## src/rtl/ibex_hpm_event_ctrl.sv

```systemverilog
// Performance-counter increment control: owns mcountinhibit and mhpmevent3..31.
// Latency: events to counter_inc_o take 1 cycle with IBEX_HPM_EVENT_PIPE_EN, else 0.
// No backpressure: strobes and CSR writes are accepted every cycle.
// Optional macro IBEX_HPM_EVENT_PIPE_EN adds the events_q pipeline register.
module ibex_hpm_event_ctrl #(
  parameter int unsigned NumEvents      = 16,
  parameter int unsigned MHPMCounterNum = 10
) (
  input  logic                 clk_i,
  input  logic                 rst_ni,
  input  logic                 setback_i,
  input  logic [NumEvents-1:0] events_i,
  input  logic                 csr_we_i,
  input  logic [11:0]          csr_addr_i,
  input  logic [31:0]          csr_wdata_i,
  output logic [31:0]          csr_rdata_o,
  output logic                 csr_hit_o,
  output logic [31:0]          counter_inc_o
);

  localparam logic [11:0] CsrMcountinhibit = 12'h320;
  localparam logic [11:0] CsrMhpmeventLo   = 12'h323;
  localparam logic [11:0] CsrMhpmeventHi   = 12'h33F;

  // Array needs at least one entry even when no HPM counters exist.
  localparam int unsigned NumHpm = (MHPMCounterNum > 0) ? MHPMCounterNum : 1;

  // Writable inhibit bits: mcycle, minstret and the implemented HPM counters.
  localparam logic [31:0] InhibitMask =
      32'h0000_0005 | (((32'h1 << MHPMCounterNum) - 32'h1) << 3);

  logic [31:0]          inhibit_q;
  logic [NumEvents-1:0] mhpmevent_q [NumHpm];
  logic [NumEvents-1:0] events_q;

`ifdef IBEX_HPM_EVENT_PIPE_EN
  // Register the raw event strobes so the increment path starts from a flop.
  always_ff @(posedge clk_i or negedge rst_ni) begin
    if (!rst_ni) begin
      events_q <= '0;
    end else if (setback_i) begin
      events_q <= '0;
    end else begin
      events_q <= events_i;
    end
  end
`else
  assign events_q = events_i;
`endif

  // CSR state: setback wins over a write in the same cycle.
  always_ff @(posedge clk_i or negedge rst_ni) begin
    if (!rst_ni) begin
      inhibit_q <= '0;
      for (int i = 0; i < NumHpm; i++) begin
        mhpmevent_q[i] <= '0;
      end
    end else if (setback_i) begin
      inhibit_q <= '0;
      for (int i = 0; i < NumHpm; i++) begin
        mhpmevent_q[i] <= '0;
      end
    end else if (csr_we_i) begin
      if (csr_addr_i == CsrMcountinhibit) begin
        inhibit_q <= csr_wdata_i & InhibitMask;
      end
      for (int i = 0; i < MHPMCounterNum; i++) begin
        if (csr_addr_i == CsrMhpmeventLo + 12'(i)) begin
          mhpmevent_q[i] <= csr_wdata_i[NumEvents-1:0];
        end
      end
    end
  end

  // Address decode and read mux; unimplemented selectors read as zero.
  always_comb begin
    csr_hit_o   = 1'b0;
    csr_rdata_o = '0;
    if (csr_addr_i == CsrMcountinhibit) begin
      csr_hit_o   = 1'b1;
      csr_rdata_o = inhibit_q;
    end else if (csr_addr_i >= CsrMhpmeventLo && csr_addr_i <= CsrMhpmeventHi) begin
      csr_hit_o = 1'b1;
      for (int i = 0; i < MHPMCounterNum; i++) begin
        if (csr_addr_i == CsrMhpmeventLo + 12'(i)) begin
          csr_rdata_o[NumEvents-1:0] = mhpmevent_q[i];
        end
      end
    end
  end

  // One increment per counter per cycle, however many selected events fire.
  always_comb begin
    counter_inc_o    = '0;
    counter_inc_o[0] = events_q[0] & ~inhibit_q[0];
    counter_inc_o[2] = events_q[1] & ~inhibit_q[2];
    for (int i = 0; i < MHPMCounterNum; i++) begin
      counter_inc_o[i+3] = (|(events_q & mhpmevent_q[i])) & ~inhibit_q[i+3];
    end
  end

endmodule

```

## config.mk

```make
export PLATFORM = sky130hd
export DESIGN_NAME = ibex_hpm_event_ctrl
export DESIGN_NICKNAME = d
export VERILOG_FILES = /design/src/rtl/ibex_hpm_event_ctrl.sv
export SDC_FILE = /design/constraint.sdc
export NUM_CORES = 1
export LEC_CHECK = 0
export CORE_MARGIN = 10
export CORE_UTILIZATION = 50
export DETAILED_ROUTE_END_ITERATION = 6
export GPL_TIMING_DRIVEN = 1
export PLACE_DENSITY = 0.73
export RECOVER_POWER = 100
export SYNTH_ARGS = -nofsm -noshare
export SYNTH_HDL_FRONTEND = slang
export SYNTH_SLANG_ARGS = --single-unit
```

## constraint.sdc

```tcl
create_clock -name clk_i -period 2.2 [get_ports clk_i]
set_input_delay 0.33 -clock clk_i [delete_from_list [all_inputs] [get_ports clk_i]]
set_output_delay 0.33 -clock clk_i [all_outputs]
set_load 0.1 [all_outputs]
```

## Word level (Yosys, flattened, before mapping)

Index checks and enable logic that the tools add are counted.

| operators by class | value |
|---|---|
| eq/ne operators | 11 |
| reduce and logical (&&, ||, !) cells | 34 |
| bitwise logic cells | 34 |
| $lt $le $gt $ge | 2 |
| multiplexer cells | 30 |

Operator list:

| operator | count |
|---|---|
| 16-bit two-way mux | 23 |
| 160-bit two-way mux | 2 |
| 16-bit bitwise AND | 10 |
| 16-bit OR reduction | 10 |
| 12-bit by 10-bit == test with 1-bit output (second input constant) | 11 |
| 32-bit two-way mux | 3 |
| 2-bit nonzero test | 12 |
| 2-bit AND reduction | 11 |
| 1-bit bitwise AND | 12 |
| 12-bit by 10-bit greater-or-equal comparator with 1-bit output (second input constant) | 1 |
| 12-bit by 10-bit <= comparator with 1-bit output (second input constant) | 1 |
| 1-bit inverter | 12 |
| 1-bit two-way mux | 2 |
| 1-bit logical AND | 1 |

| storage, ports and cells | value |
|---|---|
| output and inout port bits | 65 |
| flip-flop bits (word level) | 192 |
| bits of input ports | 64 |

## Logic depth before layout (Yosys ltp)

| depth | value |
|---|---|
| word-level depth | 13 |
| gate-level depth with buffers | 9 |

## Worst setup path after synthesis

Ideal clock, no wire load.

| path | value |
|---|---|
| path kind | input port to output port |
| from | in csr_addr_i[11] |
| to | out csr_rdata_o[0] |
| slack | -1.346 ns |
| buffers on the path | 1 |
| data arrival time | 3.216 ns |
| stages | 6 |
| cells stage by stage | or3b_4 > buf_6 > nor4_1 > o2bb2ai_1 > o21ai_0 > a31oi_1 |

| on the way | value |
|---|---|
| word-level cells in the longest chain between the ends | 13 |

RTL lines:

| item | RTL line | RTL |
|---|---|---|
| start, declared | 14 | `input logic [11:0] csr_addr_i,` |
| 12-bit by 10-bit == test with 1-bit output | 85 | `if (csr_addr_i == CsrMhpmeventLo + 12'(i)) begin` |
| 16-bit two-way mux (10 in series) | 85 |  |
| 16-bit two-way mux | 82 | `end else if (csr_addr_i >= CsrMhpmeventLo && csr_addr_i <= CsrMhpmeventHi) begin` |
| 16-bit two-way mux (*) | 79 | `if (csr_addr_i == CsrMcountinhibit) begin` |
| end, declared | 16 | `output logic [31:0] csr_rdata_o,` |

Every way passes the cells marked *; elsewhere a longest branch is shown, timed or not.

## Final worst setup path

| path | value |
|---|---|
| from | in csr_addr_i[4] |
| to | out csr_rdata_o[9] |

Same word-level chain as after synthesis.

==> impl_metrics.ini <==
[route]
wl_met1_um = 17400
dr.max_layer_used = met4
routed_via_density = 6.59
drtIter0Drc = 1574
drt.antenna.violating_nets = 0
drt_pass1_iterations = 7
detailroute.wirelength.met3_um = 6730
drc = 0
routedWlPerCell_um = 28.4
finalWirelength_um = 48800
vias_after_detailed_routing = 11341
met2_wire_length_um = 21000

[worst_setup_path]
critical_path_at_ns = 2.23
path_delay_family = buffers and inverters
timing.critical_path.slowest_stage_cell = sky130_fd_sc_hd__or4b_4
critical_path.endpoint_type = primary output
worst_path_largest_cell_delay_ns = 0.57
critPathBufInv = 4
startpoint_type = primary input
critical_path_cell_count = 8
worst_r2r_path_depth = 2
critical_path.cell_chain = buf_8, or4b_4, buf_4, nor2_2, buf_6, a222oi_1, o211ai_1, clkbuf_16
cp_max_fo = 8
worstPathRequired_ns = 1.87
path_class = in2out

[sta]
fin_skew_ns = 0
final-max-slew-violation-count = 59
relSlewSlack_pct = -10.9
final_hold_viol_count = 0
fmax_mhz = 391
period_minus_slack_ns = 2.56
worst_slew_pin_slew_ns = 1.66
totalNegativeSetupSlack_ns = -7.15
final.period_utilization_pct = 116
setup-violations-final = 32
setup_slack_ns = -0.361
rsz0062_at_grt = true

[clocking]
tritoncts = done
cts_num_sinks = 172
cts.root.buffer_cell = sky130_fd_sc_hd__clkbuf_16
cts_buffers = 17
insertion_delay_ns = 0.44
clkSlewWorstSetupHoldPaths_ns = 0.07
clock_path_buffers = 2
h_tree_depth = 4

[die]
start_util_pct = 50.7
ios = 129
dieArea_um2 = 26600
horizontal_die_dimension_um = 163
core_region_area_um2 = 20200
die_y_um = 163
core.rowCount = 52

[pwr]
share_seq_of_total_power_pct = 42.6
power.switching_fraction_pct = 32.1
total_leakage_power_nw = 5.84
worst_ir_drop_vdd_mv = 0.569
intPower_mw = 5.03
switching_component_of_the_power_mw = 2.38
clock_power_share_pct = 40.8
pwr_density_cell_nw_per_um2 = 512
portion_of_total_power_attributed_to_combinational_logic_pct = 16.6

[yosys]
yosys_register_bits = 172
synth-warning-count = 0
post-synth-top-area-cell = sky130_fd_sc_hd__dfrtp_1
netlist_area_um2 = 10200
postSynth.topFlopCell = sky130_fd_sc_hd__dfrtp_1
postSynthCellCount = 1243
synth_edf_count = 0
ys_async_sr_fraction_pct = 100
avgSynthCellArea_um2 = 8.23
ys_seq_area_share_pct = 42.1
synthTopCellsByCount = sky130_fd_sc_hd__nand2_1, sky130_fd_sc_hd__dfrtp_1, sky130_fd_sc_hd__a21oi_1
synth.most_common_cell = sky130_fd_sc_hd__nand2_1
post_synth_main_area_contributors = sky130_fd_sc_hd__dfrtp_1, sky130_fd_sc_hd__nand2_1, sky130_fd_sc_hd__a21oi_1
netlist-cell-type-count = 67
synth_top_area_share_pct = 42.1

[cells_and_area]
nets = 1503
synthToLayoutAreaGrowth_pct = 41.5
final_layout_size_suffix_gt1_share_pct = 29.5
fin_area_um2 = 14500
fillCellCount = 1528

[placement]
postPlaceCellArea_um2 = 13000
hpwlAfterDp_um = 33400
placement.io_buffers = 76
gp_congestion = 1.06

[run_status]
failing_checks = capacitance limit, slew limit, setup timing
status = finished, violations left

[worst_hold_path]
whs_path_depth = 2
holdCritPathClass = in2reg

[global_route]
grt_pass1_wl_um = 69800
antenna_found_initial = 0
first_global_vias = 10708
grtUsageTotal_pct = 35.5
grt_start_max_net_pins = 59
gr-total-overflow = 0

[flow_run]
timing.max_cap.violations = 1
## registers in the layout, indices dropped and copies added, names as in the netlist
name,cells
mhpmevent_q,160
inhibit_q,12
## area by class of cell
class                           count  area (µm²)  area share [%]
Timing Repair Buffer              293        3240            22.4
Sequential cell                   172        4310            29.7
Multi-Input combinational cell    946        5990            41.3
Antenna cell                        1        2.50          0.0173
Clock inverter                     13         129           0.890
Clock buffer                       18         439            3.03
Inverter                            9        33.8           0.233
Tap cell                          270         338            2.33
## kinds of logic (layout without fill, tap and decap cells)
kind of cell	Yosys count	after routing	share of synthesized area (%)
mux	17	17	2.41
compound gates	388	388	24.9
flops	172	172	42.1
xor+xnor	1	1	0.0856
simple gates	504	504	21.9
buf+inv	160	333	8.62
other cells	1	37	0.0366
## per-stage QoR
stage	utilization [%]	total power [mW]	setup WS, ns	instances	hold WS (ns)
final	71.8	7.41	-0.361	1722	0.312
after global routing	71.8	7.54	-0.365	1721	0.324
after CTS	69.7	7.31	-0.361	1703	0.319
after detailed placement	64.3	4.31	-0.786	1655	0.361
after global placement	64.3	4.31	-0.821	1655	0.359
after floorplan	-	3.83	-0.967	1278	0.0344
## power by group through the flow
stage               clock network, mW  logic [mW]  registers [mW]
detailed placement                  0        1.09            3.22
global placement                    0        1.09            3.22
CTS                              3.01        1.14            3.16
finish                           3.02        1.23            3.16
global route                     3.14        1.24            3.16
floorplan                           0       0.611            3.22
## repair_timing
action                                  4_1_cts  5_1_grt
cloned                                        2        2
hold buffers                                  1        0
setup buffers                                17       18
gates resized for setup                     134       72
pin swaps                                    35       45
endpoints found under the setup margin       92       26
hold endpoints to repair                     52        0
## layout by cell type (no fill, tap or decap), types with 6 or more instances in the layout
master,n
sky130_fd_sc_hd__a22o_1,38
sky130_fd_sc_hd__nor2_1,26
sky130_fd_sc_hd__mux4_2,6
sky130_fd_sc_hd__a21oi_1,168
sky130_fd_sc_hd__clkbuf_16,22
sky130_fd_sc_hd__dfrtp_1,169
sky130_fd_sc_hd__conb_1,36
sky130_fd_sc_hd__nand2_1,371
sky130_fd_sc_hd__a222oi_1,8
sky130_fd_sc_hd__a221oi_2,18
sky130_fd_sc_hd__and3_1,11
sky130_fd_sc_hd__buf_12,59
sky130_fd_sc_hd__a31oi_1,8
sky130_fd_sc_hd__mux2i_1,10
sky130_fd_sc_hd__a21oi_2,20
sky130_fd_sc_hd__o21ai_0,12
sky130_fd_sc_hd__a31oi_2,8
sky130_fd_sc_hd__a221oi_1,11
sky130_fd_sc_hd__a31oi_4,8
sky130_fd_sc_hd__o21ai_1,11
sky130_fd_sc_hd__buf_4,147
sky130_fd_sc_hd__buf_6,29
sky130_fd_sc_hd__a22oi_1,27
sky130_fd_sc_hd__o22ai_1,9
sky130_fd_sc_hd__inv_1,9
sky130_fd_sc_hd__nand3_1,17
sky130_fd_sc_hd__clkdlybuf4s50_1,23
## layer usage
layer	up-vias	track usage (%)
met1	5430	44.7
li1	4721	-
met5	-	0
met3	276	11.3
met4	0	21.4
met2	914	52.5
## worst paths after layout
path | start | endpoint | slack [ns]
max reg2reg | inhibit_q[6] | inhibit_q[6] | 1.26
min reg2reg | mhpmevent_q[67] | mhpmevent_q[67] | 0.55
max in group asynchronous | rst_ni | mhpmevent_q[15] | 0.12
min | setback_i | mhpmevent_q[65] | 0.31
max | csr_addr_i[4] | csr_rdata_o[9] | -0.36
min in group asynchronous | rst_ni | mhpmevent_q[128] | 0.84
Power figures use the tool's default switching activity.
